<file path="src/rtl/bin_to_bcd_seq_pkg.sv">
// Shared types and constants for the sequential binary-to-BCD converter.
package bin_to_bcd_seq_pkg;

    typedef enum logic [1:0] {
        IDLE = 2'd0,
        OP   = 2'd1,
        DONE = 2'd2
    } bcd_state_t;

    localparam logic [3:0] BCD_ADJ_THRESH = 4'd5;
    localparam logic [3:0] BCD_ADJ_ADD    = 4'd3;
    localparam logic [3:0] BCD_NINE       = 4'h9;

endpackage

</file>
<file path="src/rtl/bin_to_bcd_seq_if.sv">
// Start/ready/done handshake plus data bus between a requester and the converter.
interface bin_to_bcd_seq_if #(
    parameter int BIN_W  = 10,
    parameter int DIGITS = 4
);
    logic                  i_start;
    logic [BIN_W-1:0]      i_bin;
    logic                  o_ready;
    logic                  o_done;
    logic [4*DIGITS-1:0]   o_bcd;
    logic                  o_overflow;

    modport master (
        output i_start, i_bin,
        input  o_ready, o_done, o_bcd, o_overflow
    );

    modport slave (
        input  i_start, i_bin,
        output o_ready, o_done, o_bcd, o_overflow
    );
endinterface

</file>
<file path="src/rtl/bin_to_bcd_seq_digit_adj.sv">
// Double-dabble digit correction: a BCD digit of 5 or more gets +3 before the shift.
module bcd_digit_adj
    import bin_to_bcd_seq_pkg::*;
(
    input  logic [3:0] digit,
    output logic [3:0] adj
);

    // Conditional add-3 on a single nibble
    always_comb begin
        adj = digit;
        if (digit >= BCD_ADJ_THRESH) begin
            adj = digit + BCD_ADJ_ADD;
        end else begin
            adj = digit;
        end
    end

endmodule

</file>
<file path="src/rtl/bin_to_bcd_seq.sv">
// Sequential shift-add-3 binary-to-BCD converter, one bit per clock, saturating to all nines.
module bin_to_bcd_seq
    import bin_to_bcd_seq_pkg::*;
#(
    parameter int BIN_W  = 10,
    parameter int DIGITS = 4
) (
    input  logic                 i_clk,
    input  logic                 i_rst,
    bin_to_bcd_seq_if.slave      bus
);

    localparam int CNT_W = (BIN_W < 1) ? 1 : $clog2(BIN_W + 1);
    localparam int BCD_W = 4 * DIGITS;
    localparam logic [BCD_W-1:0] ALL_NINES = {DIGITS{BCD_NINE}};

    if (BIN_W < 1 || DIGITS < 1) begin : g_param_check
        $error("bin_to_bcd_seq: BIN_W and DIGITS must both be >= 1");
    end

    bcd_state_t             state_r;
    bcd_state_t             next_state_s;
    logic [BIN_W-1:0]       shift_r;
    logic [BCD_W-1:0]       work_r;
    logic                   sticky_r;
    logic [CNT_W-1:0]       count_r;
    logic [BCD_W-1:0]       adj_s;
    logic [BCD_W+BIN_W:0]   shifted_s;
    logic                   ready_r;
    logic                   done_r;
    logic [BCD_W-1:0]       bcd_r;
    logic                   overflow_r;

    for (genvar g = 0; g < DIGITS; g++) begin : g_adj
        bcd_digit_adj u_adj (
            .digit (work_r[4*g +: 4]),
            .adj   (adj_s[4*g +: 4])
        );
    end

    // The extra top bit catches whatever leaves the most significant digit
    assign shifted_s = {1'b0, adj_s, shift_r} << 1;

    // Next-state decode
    always_comb begin
        next_state_s = state_r;
        case (state_r)
            IDLE: begin
                if (bus.i_start) begin
                    next_state_s = OP;
                end else begin
                    next_state_s = IDLE;
                end
            end
            OP: begin
                if (count_r == CNT_W'(1)) begin
                    next_state_s = DONE;
                end else begin
                    next_state_s = OP;
                end
            end
            DONE:    next_state_s = IDLE;
            default: next_state_s = IDLE;
        endcase
    end

    // State register
    always_ff @(posedge i_clk) begin
        if (i_rst) begin
            state_r <= IDLE;
        end else begin
            state_r <= next_state_s;
        end
    end

    // Conversion datapath: load on accept, one shift-add-3 step per OP cycle
    always_ff @(posedge i_clk) begin
        if (i_rst) begin
            shift_r  <= '0;
            work_r   <= '0;
            sticky_r <= 1'b0;
            count_r  <= '0;
        end else begin
            case (state_r)
                IDLE: begin
                    if (bus.i_start) begin
                        shift_r  <= bus.i_bin;
                        work_r   <= '0;
                        sticky_r <= 1'b0;
                        count_r  <= CNT_W'(BIN_W);
                    end
                end
                OP: begin
                    shift_r  <= shifted_s[BIN_W-1:0];
                    work_r   <= shifted_s[BCD_W+BIN_W-1:BIN_W];
                    sticky_r <= sticky_r | shifted_s[BCD_W+BIN_W];
                    count_r  <= count_r - CNT_W'(1);
                end
                default: begin
                    count_r <= count_r;
                end
            endcase
        end
    end

    // Registered outputs; result is published only when a run reaches DONE
    always_ff @(posedge i_clk) begin
        if (i_rst) begin
            ready_r    <= 1'b1;
            done_r     <= 1'b0;
            bcd_r      <= '0;
            overflow_r <= 1'b0;
        end else begin
            ready_r <= (next_state_s == IDLE);
            done_r  <= (state_r == DONE);
            if (state_r == DONE) begin
                bcd_r      <= sticky_r ? ALL_NINES : work_r;
                overflow_r <= sticky_r;
            end
        end
    end

    assign bus.o_ready    = ready_r;
    assign bus.o_done     = done_r;
    assign bus.o_bcd      = bcd_r;
    assign bus.o_overflow = overflow_r;

endmodule

</file>
<file path="src/flat_wrapper.sv">
// flat-port wrapper written by rule: the top's interface ports become plain ports
module bin_to_bcd_seq_flat import bin_to_bcd_seq_pkg::*;
#(
    parameter int BIN_W  = 10,
    parameter int DIGITS = 4
)
  (i_clk, i_rst, bus_i_start, bus_i_bin, bus_o_ready, bus_o_done, bus_o_bcd, bus_o_overflow);
  bin_to_bcd_seq_if #(.BIN_W(BIN_W), .DIGITS(DIGITS)) bus_i ();
  input  logic i_clk;
  input  logic i_rst;
  input wire logic [$bits(bus_i.i_start)-1:0] bus_i_start;
  input wire logic [$bits(bus_i.i_bin)-1:0] bus_i_bin;
  output wire logic [$bits(bus_i.o_ready)-1:0] bus_o_ready;
  output wire logic [$bits(bus_i.o_done)-1:0] bus_o_done;
  output wire logic [$bits(bus_i.o_bcd)-1:0] bus_o_bcd;
  output wire logic [$bits(bus_i.o_overflow)-1:0] bus_o_overflow;
  assign bus_i.i_start = bus_i_start;
  assign bus_i.i_bin = bus_i_bin;
  assign bus_o_ready = bus_i.o_ready;
  assign bus_o_done = bus_i.o_done;
  assign bus_o_bcd = bus_i.o_bcd;
  assign bus_o_overflow = bus_i.o_overflow;
  bin_to_bcd_seq #(.BIN_W(BIN_W), .DIGITS(DIGITS)) u_core (.i_clk(i_clk), .i_rst(i_rst), .bus(bus_i));
endmodule
</file>
<file path="config.mk">
export PLATFORM = sky130hd
export DESIGN_NAME = bin_to_bcd_seq_flat
export DESIGN_NICKNAME = d
export VERILOG_FILES = /design/src/rtl/bin_to_bcd_seq_pkg.sv /design/src/rtl/bin_to_bcd_seq_if.sv /design/src/rtl/bin_to_bcd_seq_digit_adj.sv /design/src/rtl/bin_to_bcd_seq.sv /design/src/flat_wrapper.sv
export SDC_FILE = /design/constraint.sdc
export NUM_CORES = 1
export LEC_CHECK = 0
export BUFFER_PORTS_ARGS = -buffer_cell sky130_fd_sc_hd__buf_2
export CELL_PAD_IN_SITES_DETAIL_PLACEMENT = 0
export CELL_PAD_IN_SITES_GLOBAL_PLACEMENT = 1
export CORE_MARGIN = 5
export CORE_UTILIZATION = 38
export CTS_CLUSTER_DIAMETER = 200
export DETAILED_ROUTE_END_ITERATION = 10
export PLACE_DENSITY_LB_ADDON = 0.1
export SYNTH_ARGS = -nofsm -noshare
export SYNTH_HDL_FRONTEND = slang
export SYNTH_SLANG_ARGS = --single-unit
</file>
<file path="constraint.sdc">
create_clock -name i_clk -period 1.4 [get_ports i_clk]
set_input_delay 0.28 -clock i_clk [delete_from_list [all_inputs] [get_ports i_clk]]
set_output_delay 0.28 -clock i_clk [all_outputs]
set_load 0.005 [all_outputs]
</file>
==> impl_metrics.ini <==
[yosys]
yosys.area.top_type = dfxtp_1
yosysTopAreaCellShare = 0.442
synth_edf_count = 0
ys_async_sr_fraction = 0
ys_types = 34
yosys_most_used_dff = dfxtp_1
avgSynthCellArea_um2 = 8.41
synth_seq_cells = 52
synthTopCellsByArea = dfxtp_1 (44%), nor2_1 (7.3%), nor3_1 (6.2%)
synth_most_common_cell = dfxtp_1
ys_warn_count = 0
synth_cells = 280
yosys-top-cells-count = dfxtp_1 (52), nor2_1 (46), nor3_1 (29)
ys_seq_area_frac = 0.442
syn_nets = 303
synth_area_um2 = 2350

[floorplanning]
ios = 32
die-area_um2 = 7870
start_util = 0.393
die_w_um = 88.7
rows = 28
core-area_um2 = 5990
die_h_um = 88.7

[critical_path]
criticalPathCategory = flip-flop to flip-flop
crit_slowest_cell = dfxtp_2
crit_buf_inv = 1
crit_chain = inv_1, ha_1, nand2b_1, a21oi_2, mux2i_1, a22o_1
crit_fanout = 4
end_kind = flip-flop
path_delay_family = compound AO/OA/AOI/OAI gates
cpPeakStageDelay_ns = 0.33
cp.arrival_ns = 1.58
critPathLaunchType = flip-flop
crit_required_ns = 1.65

[clock_network]
clkSinkCount = 52
cts_buffers = 5
htree_levels = 2
clk_pin_slew_ns = 0.09
cts_tree = yes
insertion_delay_ns = 0.31
root_buffer = clkbuf_8
cts_buffer_depth = 2

[global_routing]
grt_pass1_vias = 1973
track_usage = 0.152
grt.overflow.total = 0
antenna_found_initial = 0
grt_max_degree = 28
grt_pass1_wl_um = 9360

[power]
switchingPower_mw = 0.703
power.density_nw_per_um2 = 995
p_leak_nw = 1.24
pwr-share-comb = 0.108
vdd.ir_drop.worst_uv = 403
sw_frac_of_total = 0.242
clockPowerShare = 0.356
intPower_mw = 2.20
seq_power_share = 0.537

[placement]
dpl_cell_area_um2 = 2740
dp_hpwl_um = 3780
io_buffers = 31
place.gp.congestion = 0.773
pre_cts_ws_ns = -0.0614

[finish]
drive_above_1_share = 0.268
syn_to_final_growth_pct = 24.0
layout.nets = 354
final_cell_area_um2 = 2920
post-route-util = 0.487
n_antenna_cell = 0

[sta]
setup-violations-final = 0
max_freq_mhz = 750
fin_crit_ns = 1.33
finClkSkew_ns = 0.00791
max_slew_margin = 0.603
final.period_utilization = 0.952
setup_ws_ns = 0.0675
worst_pin_slew_ns = 0.595
hold_violations = 0
finalMaxSlewViolations = 0

[route]
drtPass1Iterations = 4
drcViolationCount = 0
num_vias = 1995
drtAntennaViolNets = 0
wl_per_cell_um = 13.3
viasPerCell = 4.90
finalWirelength_um = 5410
drt_iter0_markers = 64

[outcome]
status = finished clean

[job]
maxCapViolCount = 0

[worst_hold_path]
hold_path_class = input port to flip-flop
[logic make-up (layout without fill, tap and decap cells)]
kind of cell,Yosys count,count (layout),synth area share
xor+xnor,10,10,0.0372
flops,52,52,0.442
buf+inv,27,79,0.0558
fa+ha+maj,10,10,0.0531
mux,4,4,0.0170
simple gates,123,123,0.255
compound gates,54,54,0.140
[metrics by stage]
step           instances  setup TNS [ns]  power, mW  hold WS (ns)
2_1_floorplan        280               0       1.80         0.401
3_3_place_gp         398          -0.545       1.90         0.437
3_5_place_dp         398          -0.537       1.90         0.441
4_1_cts              406               0       2.94         0.208
5_1_grt              407         -0.0239       3.06         0.234
6_report             407               0       2.90         0.211
[power groups by stage]
| stage | combinational [mW] | sequential, mW | clock [mW] |
|---|---|---|---|
| after floorplan | 0.212 | 1.59 | 0 |
| after global placement | 0.310 | 1.59 | 0 |
| after detailed placement | 0.310 | 1.59 | 0 |
| after CTS | 0.315 | 1.56 | 1.06 |
| after global routing | 0.361 | 1.57 | 1.14 |
| final | 0.313 | 1.56 | 1.03 |
[worst paths after layout]
kind	from	endpoint	slack (ns)	cells after the start
setup / recovery	u_core.work_r[9]	u_core.work_r[10]	0.07	6
hold / removal	bus_i_bin[0]	u_core.shift_r[0]	0.21	3
setup reg to reg	u_core.work_r[9]	u_core.work_r[10]	0.07	6
hold reg to reg	u_core.bus.o_bcd[13]	u_core.bus.o_bcd[13]	0.45	2
[routing by layer]
metal  share of wire  up-vias  global-route usage
li1                -     1050                   -
met2            0.50       30               0.260
met4           0.011        0              0.0412
met1            0.45      908               0.192
met5               0        -                   0
met3           0.035        7              0.0345
[tightest hold or removal path, cell delays in order]
cell and delay, ns:
buf_2 0.08, a22oi_1 0.05, nor2_1 0.07
[layout make-up]
class	instances	area, um2
fillers	624	3070
well taps	75	93.8
flip-flops and latches	52	1050
clock inverters	2	35.0
repair buffers	60	385
clock buffers	6	72.6
multi-input cells	201	1240
inverters	11	41.3
[timing repair]
| action | in CTS | in global routing |
|---|---|---|
| setup buffers | 0 | 1 |
| resized for setup | 5 | 17 |
| hold buffers | 0 | 0 |
| pin swaps | 0 | 4 |
| cloned | 0 | 0 |
| endpoints found under the setup margin | 17 | 16 |
[placed cells by master (no fill, tap or decap), types with 5 or more instances in the layout]
cell | netlist | final
a21oi_1 | 28 | 24
a22o_1 | 12 | 12
buf_2 | 6 | 31
buf_4 | 2 | 28
clkbuf_8 | 0 | 5
dfxtp_1 | 52 | 46
dfxtp_2 | 0 | 6
ha_1 | 10 | 8
inv_1 | 11 | 9
nand2_1 | 14 | 14
nor2_1 | 46 | 45
nor2b_1 | 9 | 9
nor3_1 | 29 | 29
o21ai_0 | 8 | 7
xnor2_1 | 5 | 5
xor2_1 | 5 | 5
[flip-flops by register name, indices dropped and copies added (netlist names)]
name,count
u_core.bus.o_bcd,16
u_core.work_r,16
u_core.shift_r,10
u_core.count_r,4
u_core.state_r,2
u_core.bus.o_done,1
u_core.bus.o_overflow,1
u_core.bus.o_ready,1
u_core.sticky_r,1
Note: power is estimated with default switching activity, not from simulation.
